**config.mk**
```make
export PLATFORM = sky130hd
export DESIGN_NAME = mem_bus_bridge
export DESIGN_NICKNAME = d
export VERILOG_FILES = /design/src/rtl/mem_bus_bridge_pkg.sv /design/src/rtl/mem_bus_bridge_timer.sv /design/src/rtl/mem_bus_bridge.sv
export SDC_FILE = /design/constraint.sdc
export NUM_CORES = 1
export LEC_CHECK = 0
export CAP_MARGIN = 15
export CORE_ASPECT_RATIO = 0.75
export CORE_MARGIN = 2
export CORE_UTILIZATION = 35
export CTS_CLUSTER_SIZE = 14
export DETAILED_ROUTE_END_ITERATION = 8
export DONT_BUFFER_PORTS = 1
export PLACE_DENSITY = 0.56
export SYNTH_ARGS = -nofsm -noshare
export SYNTH_HDL_FRONTEND = slang
export SYNTH_HIERARCHICAL = 1
export SYNTH_SLANG_ARGS = --single-unit
```
**constraint.sdc**
```tcl
create_clock -name clk -period 3.5 [get_ports clk]
set_input_delay 0.175 -clock clk [delete_from_list [all_inputs] [get_ports clk]]
set_output_delay 0.175 -clock clk [all_outputs]
set_load 0.03 [all_outputs]
```
**src/rtl/mem_bus_bridge_pkg.sv**
```systemverilog
// mem_bus_bridge_pkg: shared state encoding and constants for the core-to-bus bridge
package mem_bus_bridge_pkg;
  typedef enum logic [1:0] {IDLE, ISSUE, WAITR, DONE} state_t;
  localparam logic [31:0] BUS_ERR_DATA = 32'hDEAD_BEEF;
  localparam logic [1:0]  ALIGN_MASK   = 2'b11;
endpackage

```
**src/rtl/mem_bus_bridge_timer.sv**
```systemverilog
// bridge_timer: cycle counter with synchronous clear, count enable and expiry flag
//   clk, reset : clock, asynchronous active-high reset
//   clr        : zero the count
//   en         : count this cycle
//   expire     : high in the enabled cycle that completes LIMIT counted cycles
module bridge_timer #(
  parameter int W     = 8,
  parameter int LIMIT = 255
) (
  input  logic clk,
  input  logic reset,
  input  logic clr,
  input  logic en,
  output logic expire
);
  logic [W-1:0] cnt;
  always_ff @(posedge clk or posedge reset)
    if (reset) cnt <= '0;
    else if (clr) cnt <= '0;
    else if (en) cnt <= cnt + 1'b1;
  assign expire = en && (cnt == W'(LIMIT - 1));
endmodule

```
**src/rtl/mem_bus_bridge.sv**
```systemverilog
// mem_bus_bridge: turns a single-beat core access into a valid/ready request plus read response
//   clk, reset          : clock, asynchronous active-high reset
//   c_req/c_we/c_addr/c_wdata : core access request, write flag, byte address, write data
//   c_rdata             : registered read data, held until the next completed read
//   c_stall             : core must hold while high
//   c_err               : one-cycle error pulse with completion (misaligned or timeout)
//   m_valid/m_ready     : memory request handshake
//   m_we/m_addr/m_wdata : captured request, word-aligned address
//   m_rvalid/m_rdata    : read response, only honoured while waiting for it
//   Optional: MEM_BUS_BRIDGE_TIMEOUT_EN aborts after TIMEOUT_CYC ISSUE+WAITR cycles.
module mem_bus_bridge
  import mem_bus_bridge_pkg::*;
#(
  parameter int ADDR_W      = 32,
  parameter int DATA_W      = 32,
  parameter int TIMEOUT_CYC = 255
) (
  input  logic              clk,
  input  logic              reset,
  input  logic              c_req,
  input  logic              c_we,
  input  logic [ADDR_W-1:0] c_addr,
  input  logic [DATA_W-1:0] c_wdata,
  output logic [DATA_W-1:0] c_rdata,
  output logic              c_stall,
  output logic              c_err,
  output logic              m_valid,
  input  logic              m_ready,
  output logic              m_we,
  output logic [ADDR_W-1:0] m_addr,
  output logic [DATA_W-1:0] m_wdata,
  input  logic              m_rvalid,
  input  logic [DATA_W-1:0] m_rdata
);
  state_t state, state_n;
  logic   err_q, timeout, misaligned;
  assign misaligned = (c_addr[1:0] & ALIGN_MASK) != 2'b00;
`ifdef MEM_BUS_BRIDGE_TIMEOUT_EN
  localparam int TW = ($clog2(TIMEOUT_CYC + 1) > 8) ? $clog2(TIMEOUT_CYC + 1) : 8;
  bridge_timer #(.W(TW), .LIMIT(TIMEOUT_CYC)) u_timer (
    .clk    (clk),
    .reset  (reset),
    .clr    (state == IDLE),
    .en     (state == ISSUE || state == WAITR),
    .expire (timeout)
  );
`else
  logic [31:0] unused_timeout;
  assign unused_timeout = TIMEOUT_CYC;
  assign timeout = 1'b0;
`endif
  always_ff @(posedge clk or posedge reset)
    if (reset) state <= IDLE;
    else state <= state_n;
  // Timeout outranks a same-cycle handshake so an abort is never half-taken.
  always_comb begin
    state_n = state;
    case (state)
      IDLE:    state_n = c_req ? (misaligned ? DONE : ISSUE) : IDLE;
      ISSUE:   state_n = timeout ? DONE : m_ready ? (m_we ? DONE : WAITR) : ISSUE;
      WAITR:   state_n = (timeout || m_rvalid) ? DONE : WAITR;
      default: state_n = IDLE;
    endcase
    m_valid = state == ISSUE;
    c_stall = state == IDLE ? c_req : state != DONE;
    c_err   = state == DONE && err_q;
  end
  always_ff @(posedge clk or posedge reset)
    if (reset) begin
      c_rdata <= '0;
      err_q   <= 1'b0;
      m_we    <= 1'b0;
      m_addr  <= '0;
      m_wdata <= '0;
    end else begin
      if (state == IDLE && c_req) begin
        m_we    <= c_we;
        m_addr  <= c_addr & ~ADDR_W'(ALIGN_MASK);
        m_wdata <= c_wdata;
        err_q   <= misaligned;
      end
      if (state == DONE) err_q <= 1'b0;
      if (timeout) begin
        err_q <= 1'b1;
        if (!m_we) c_rdata <= DATA_W'(BUS_ERR_DATA);
      end else if (state == WAITR && m_rvalid) c_rdata <= m_rdata;
    end
endmodule
```
# Word level (Yosys, flattened, before mapping)
# Index checks and enable logic that the tools add are counted.
dict set report classes {
  addsub 0
  multipliers 0
  n_div 0
  order_cmp 0
  eq_ne 4
  n_shift 0
  n_mux 9
  n_bitwise 0
  n_reduce_logical 6
}
# op n
set op_table {}
lappend op_table {{$mux 2} 3}
lappend op_table {{$pmux 2 s3} 1}
lappend op_table {{$mux 1} 5}
lappend op_table {{$eq 2x2->1 const B} 2}
lappend op_table {{$reduce_bool 2->1} 2}
lappend op_table {{$logic_and 1x1->1} 3}
lappend op_table {{$eq 2x1->1 const B} 1}
lappend op_table {{$logic_not 2->1} 1}
lappend op_table {{$ne 2x2->1 const B} 1}
dict set report totals {
  register_bits 98
  latch_bits 0
  mem_bits_rw 0
  rom_bits 0
  inputBits 102
  out_inout_bits 100
  elab_cells 25
  memories 0
}

# Logic depth before layout (Yosys ltp)
dict set report depth {
  word_depth 4
  ltp_mapped 6
  ltp_nobuf 3
}

# Least setup slack after synthesis
# Ideal clock, no wire load.
dict set report synth_timing {
  path_type {register to register}
  startpoint {register state[1]}
  endpoint {register m_addr[10]}
  setup_ns 0.125
  t_arrival_ns 1.295
  t_required_ns 3.375
  setup_slack_ns 2.080
  path_stages_with_launch 7
  synth_period_minus_slack_ns 1.420
  cell_sequence {dfrtp_1 buf_4 nor2_2 and2_4 buf_12 buf_12 mux2_4}
}
dict set report synth_between {
  elab_chain_cells 2
}
# element line
set synth_lines {}
lappend synth_lines {{start: declaration} mem_bus_bridge.sv:35} ;# state_t state, state_n;
lappend synth_lines {{start signal: assignment} mem_bus_bridge.sv:54} ;# else state <= state_n;
lappend synth_lines {{$logic_not 2->1} mem_bus_bridge.sv:76} ;# if (state == IDLE && c_req) begin
lappend synth_lines {{$logic_and 1x1->1} mem_bus_bridge.sv:76}
lappend synth_lines {{end signal: assignment} mem_bus_bridge.sv:78} ;# m_addr <= c_addr & ~ADDR_W'(ALIGN_MASK);
lappend synth_lines {{end: declaration} mem_bus_bridge.sv:30} ;# output logic [ADDR_W-1:0] m_addr,
# No other way between the ends.
# A chain may end at the register's enable or synchronous reset.

# Worst setup path after layout
dict set report layout_timing {
  startpoint {register state[0]}
  endpoint {register c_rdata[1]}
}
dict set report layout_between {
  elab_chain_cells 2
}
# element line
set layout_lines {}
lappend layout_lines {{$eq 2x2->1} mem_bus_bridge.sv:86} ;# end else if (state == WAITR && m_rvalid) c_rdata <= m_rdata;
lappend layout_lines {{$logic_and 1x1->1} mem_bus_bridge.sv:86}
lappend layout_lines {{end signal: assignment} mem_bus_bridge.sv:85} ;# if (!m_we) c_rdata <= DATA_W'(BUS_ERR_DATA);
lappend layout_lines {{end signal: assignment} mem_bus_bridge.sv:86}
lappend layout_lines {{end: declaration} mem_bus_bridge.sv:24} ;# output logic [DATA_W-1:0] c_rdata,
# No other way between the ends.

==> metrics.txt <==
# TYPE chip_impl_metric gauge
chip_impl_metric{name="finalNetCount",unit=""} 428
chip_impl_metric{name="multi_input_comb_area",unit="mm^2"} 0.00141
chip_impl_metric{name="design.portCount",unit=""} 202
chip_impl_metric{name="timing.final.crit_period",unit="ns"} 1.95
chip_impl_info{name="most_common_library_cell_in_the_layout_ignoring_fill_and_taps",value="dfrtp_1"} 1
chip_impl_metric{name="clock_pin_slew_worst_setup_and_hold_paths",unit="ns"} 0.07
chip_impl_info{name="clockRootBuffer",value="clkbuf_16"} 1
chip_impl_metric{name="initial_core_util",unit="%"} 36.5
chip_impl_metric{name="synth_area_per_cell",unit="um^2"} 17.8
chip_impl_metric{name="final_critical_path_setup_slack",unit="ns"} 1.55
chip_impl_metric{name="timing.clock.skew",unit="ns"} 0.00671
chip_impl_metric{name="data_arrival_at_the_endpoint_of_the_critical_path",unit="ns"} 2.17
chip_impl_metric{name="power_frac_comb",unit="%"} 23.0
chip_impl_metric{name="cellLeakagePower",unit="nW"} 2.37
chip_impl_metric{name="highest_clock_rate",unit="GHz"} 0.513
chip_impl_metric{name="synth-xor-area-share",unit="%"} 0
chip_impl_metric{name="power.share.sequential",unit="%"} 58.2
chip_impl_metric{name="clock_path_buffers",unit=""} 2
chip_impl_metric{name="post_synth_inst_count",unit=""} 228
chip_impl_metric{name="netlist_area",unit="mm^2"} 0.00405
chip_impl_metric{name="synth_cell_types",unit=""} 19
chip_impl_metric{name="power_frac_clock",unit="%"} 18.9
chip_impl_metric{name="power-per-cell-area",unit="mW/mm^2"} 1060
chip_impl_metric{name="die-width",unit="um"} 128
chip_impl_metric{name="timing_worst_slew_pin_value",unit="ns"} 0.955
chip_impl_metric{name="maximum_number_of_pins_on_one_net_before_global_route_repair",unit=""} 81
chip_impl_metric{name="whs_path_depth",unit=""} 2
chip_impl_info{name="worst_hold_startpoint",value="c_req"} 1
chip_impl_metric{name="synthesis.yosys.warnings",unit=""} 6
chip_impl_metric{name="numClockSinks",unit=""} 98
chip_impl_metric{name="worst_ep_required_time",unit="ns"} 3.72
chip_impl_info{name="grt_setup_unrepaired",value="no"} 1
chip_impl_metric{name="detailroute.via_count",unit=""} 2218
chip_impl_metric{name="seq_area_frac_synth",unit="%"} 60.5
chip_impl_metric{name="final.period_utilization",unit="%"} 55.7
chip_impl_metric{name="maxCapViolCount",unit=""} 0
chip_impl_metric{name="place.gp.congestion",unit=""} 0.704
chip_impl_info{name="timing.hold.worst_endpoint",value="state[0]$_DFF_PP0_"} 1
chip_impl_metric{name="setup_tns",unit="ns"} 0
chip_impl_metric{name="port_buffers",unit=""} 0
chip_impl_metric{name="regToRegSetupSlack",unit="ns"} 1.55
chip_impl_metric{name="timing.reg2reg.worst_path_depth",unit=""} 3
chip_impl_metric{name="clock_network_latency_to_the_later_pin_of_the_worst_skew_pair",unit="ns"} 0.34
chip_impl_metric{name="synth_seq_cells",unit=""} 98
chip_impl_metric{name="power.internal",unit="W"} 0.00324
chip_impl_info{name="synth_top_family_by_area",value="multiplexers"} 1
chip_impl_metric{name="max_slew_violations",unit=""} 0
chip_impl_metric{name="antenna_found_initial",unit=""} 0
chip_impl_metric{name="die_area",unit="mm^2"} 0.0125
chip_impl_metric{name="avgRoutedWirePerCell",unit="um"} 18.3
chip_impl_metric{name="synth_compound_area_share",unit="%"} 1.14
chip_impl_metric{name="sw_share",unit="%"} 42.9
chip_impl_metric{name="cts_made_buffers",unit=""} 9
chip_impl_metric{name="overall_track_demand_over_capacity_in_global_routing",unit="%"} 13.6
chip_impl_metric{name="yosys.area_share.adder",unit="%"} 0
chip_impl_metric{name="p_sw",unit="W"} 0.00244
chip_impl_info{name="worst_r2r_endpoint",value="c_rdata[1]$_DFFE_PP0P_"} 1
chip_impl_metric{name="postRouteAntennaNets",unit=""} 0
chip_impl_info{name="timing.critical_path.from",value="state[0]$_DFF_PP0_"} 1
chip_impl_metric{name="slew-limit-headroom",unit="%"} 36.3
chip_impl_info{name="layout.cells.most_common_list",value="dfrtp_1 (98), dlygate4sd3_1 (97), mux2_4 (60), mux2_2 (35), clkbuf_16 (9)"} 1
chip_impl_metric{name="finalHoldViolCount",unit=""} 0
chip_impl_metric{name="synth.area.mux_share",unit="%"} 32.0
chip_impl_metric{name="drt_drc_violations_left",unit=""} 0
chip_impl_metric{name="chipHeight",unit="um"} 97.2
chip_impl_info{name="criticalPathCategory",value="flip-flop to flip-flop"} 1
chip_impl_metric{name="core_area",unit="mm^2"} 0.0111
chip_impl_metric{name="viasPerCell",unit=""} 4.71
chip_impl_metric{name="drtPass1Iterations",unit=""} 4
chip_impl_metric{name="total_half_perimeter_wirelength_after_legalization_and_detailed_placement",unit="um"} 5330
chip_impl_metric{name="postRouteWirelength",unit="um"} 8600
chip_impl_info{name="hold_class",value="input port to flip-flop"} 1
chip_impl_metric{name="seq_area",unit="mm^2"} 0.00245
chip_impl_metric{name="grt-ovfl-total",unit=""} 0
chip_impl_metric{name="post_route_cells_drive_above_1_share",unit="%"} 35.3
chip_impl_metric{name="via_count_of_the_first_global_routing_pass",unit=""} 2407
chip_impl_info{name="worst_setup_path_end_kind",value="flip-flop"} 1
chip_impl_metric{name="worst_ir_drop_vdd",unit="mV"} 0.445
chip_impl_metric{name="synth_simple_gate_area_share",unit="%"} 1.45
chip_impl_metric{name="final.fill_count",unit=""} 925
chip_impl_info{name="timing.critical_path.from_type",value="flip-flop"} 1
chip_impl_metric{name="report.final.setup_viol",unit=""} 0
chip_impl_metric{name="cts_max_level",unit=""} 3
chip_impl_info{name="tritoncts",value="built"} 1
chip_impl_info{name="critical_path.reg2reg.startpoint",value="state[0]$_DFF_PP0_"} 1
chip_impl_metric{name="preCtsSetupSlack",unit="ns"} 1.51
chip_impl_metric{name="antenna_cells",unit=""} 0
chip_impl_metric{name="path_max_fanout",unit=""} 32
chip_impl_metric{name="grt_first_pass_wirelength",unit="um"} 13000
chip_impl_metric{name="syn2layout_area_growth",unit="%"} 32.6
chip_impl_metric{name="drt_first_iter_violations",unit=""} 56
chip_impl_info{name="run_status",value="complete, no violations"} 1
chip_impl_metric{name="num_rows",unit=""} 33
## layout make-up
cell class	count	area share (%)
repair buffers	99	18.6
inverters	3	0.256
well taps	140	3.26
multi-input cells	115	26.2
flip-flops and latches	98	45.6
clock buffers	11	4.52
clock inverters	5	1.58
## worst max-delay path by stage
stage	endpoint	slack, ns	cells past startpoint
after floorplan	c_rdata[0]$_DFFE_PP0P_	0.76	1
after global placement	m_addr[28]$_DFFE_PP0P_	1.59	4
after detailed placement	c_rdata[1]$_DFFE_PP0P_	1.51	3
after CTS	c_rdata[1]$_DFFE_PP0P_	1.50	3
after global routing	c_rdata[9]$_DFFE_PP0P_	1.38	3
final	c_rdata[1]$_DFFE_PP0P_	1.55	3
## worst max-delay path, cell delays in order, from the launching register on
cell     delay, ns
dfrtp_1       0.44
inv_1         0.18
nand3_2       0.65
mux2_2        0.53
## power groups by stage
stage,clock network (W),logic [W],registers (W)
finish,0.00107,0.00130,0.00331
global route,0.00115,0.00140,0.00338
CTS,0.00111,0.00132,0.00331
detailed placement,0,0.00123,0.00332
global placement,0,0.00119,0.00334
floorplan,0,0.00122,0.00315
## per-layer routing
layer / part of all wire [%] / global-route usage, % / wire length, um / vias to the layer above
li1: - / - / - / 986
met1: 39 / 14.6 / 3340 / 1085
met2: 48 / 23.1 / 4100 / 130
met3: 12 / 6.55 / 994 / 17
met4: 2.0 / 5.33 / 173 / 0
met5: 0 / 0 / 0 / -
## repair_timing
action                     in CTS  in global routing
hold endpoints to repair      175                  0
setup buffers                   0                  0
gates resized for setup         0                  0
hold buffers                   97                  0
setup endpoints to repair       0                  0
## kinds of logic (layout without fill, tap and decap cells)
family,Yosys count,in the layout
flops,98,98
mux,95,95
buf+inv,16,118
simple gates,10,10
compound gates,8,8
other cells,1,2
## synthesized netlist by cell type
| cell | number | area share (%) |
|---|---|---|
| dfrtp_1 | 98 | 61 |
| mux2_4 | 60 | 22 |
| mux2_2 | 35 | 9.7 |
| buf_12 | 7 | 3.5 |
| buf_4 | 6 | 1.1 |
| a21oi_1 | 4 | 0.49 |
| inv_1 | 3 | 0.28 |
| nand2_1 | 3 | 0.28 |
| o21ai_0 | 2 | 0.25 |
| a31oi_1 | 1 | 0.15 |
| a32o_1 | 1 | 0.25 |
| and2_4 | 1 | 0.22 |
| and3_2 | 1 | 0.19 |
| conb_1 | 1 | 0.093 |
| nand2b_1 | 1 | 0.15 |
| nand3_2 | 1 | 0.25 |
| nor2_1 | 1 | 0.093 |
| nor2_2 | 1 | 0.15 |
| nor3_1 | 1 | 0.12 |
## through the flow
| step | power [W] | std cells | utilization, % | hold WS (ns) | area (um^2) |
|---|---|---|---|---|---|
| after floorplan | 0.00437 | 229 | - | 0.323 | 4060 |
| after global placement | 0.00453 | 358 | 36.7 | 0.324 | 4080 |
| after detailed placement | 0.00455 | 358 | 36.7 | 0.325 | 4080 |
| after CTS | 0.00574 | 471 | 48.4 | 0.00981 | 5380 |
| after global routing | 0.00593 | 471 | 48.4 | 0.0278 | 5380 |
| final | 0.00569 | 471 | 48.4 | 0.0316 | 5380 |
## flip-flops by register name, indices dropped and copies added, names as in the netlist
signal   flops
m_addr      30
err_q        1
m_we         1
m_wdata     32
c_rdata     32
state        2
Power figures use the tool's default switching activity.
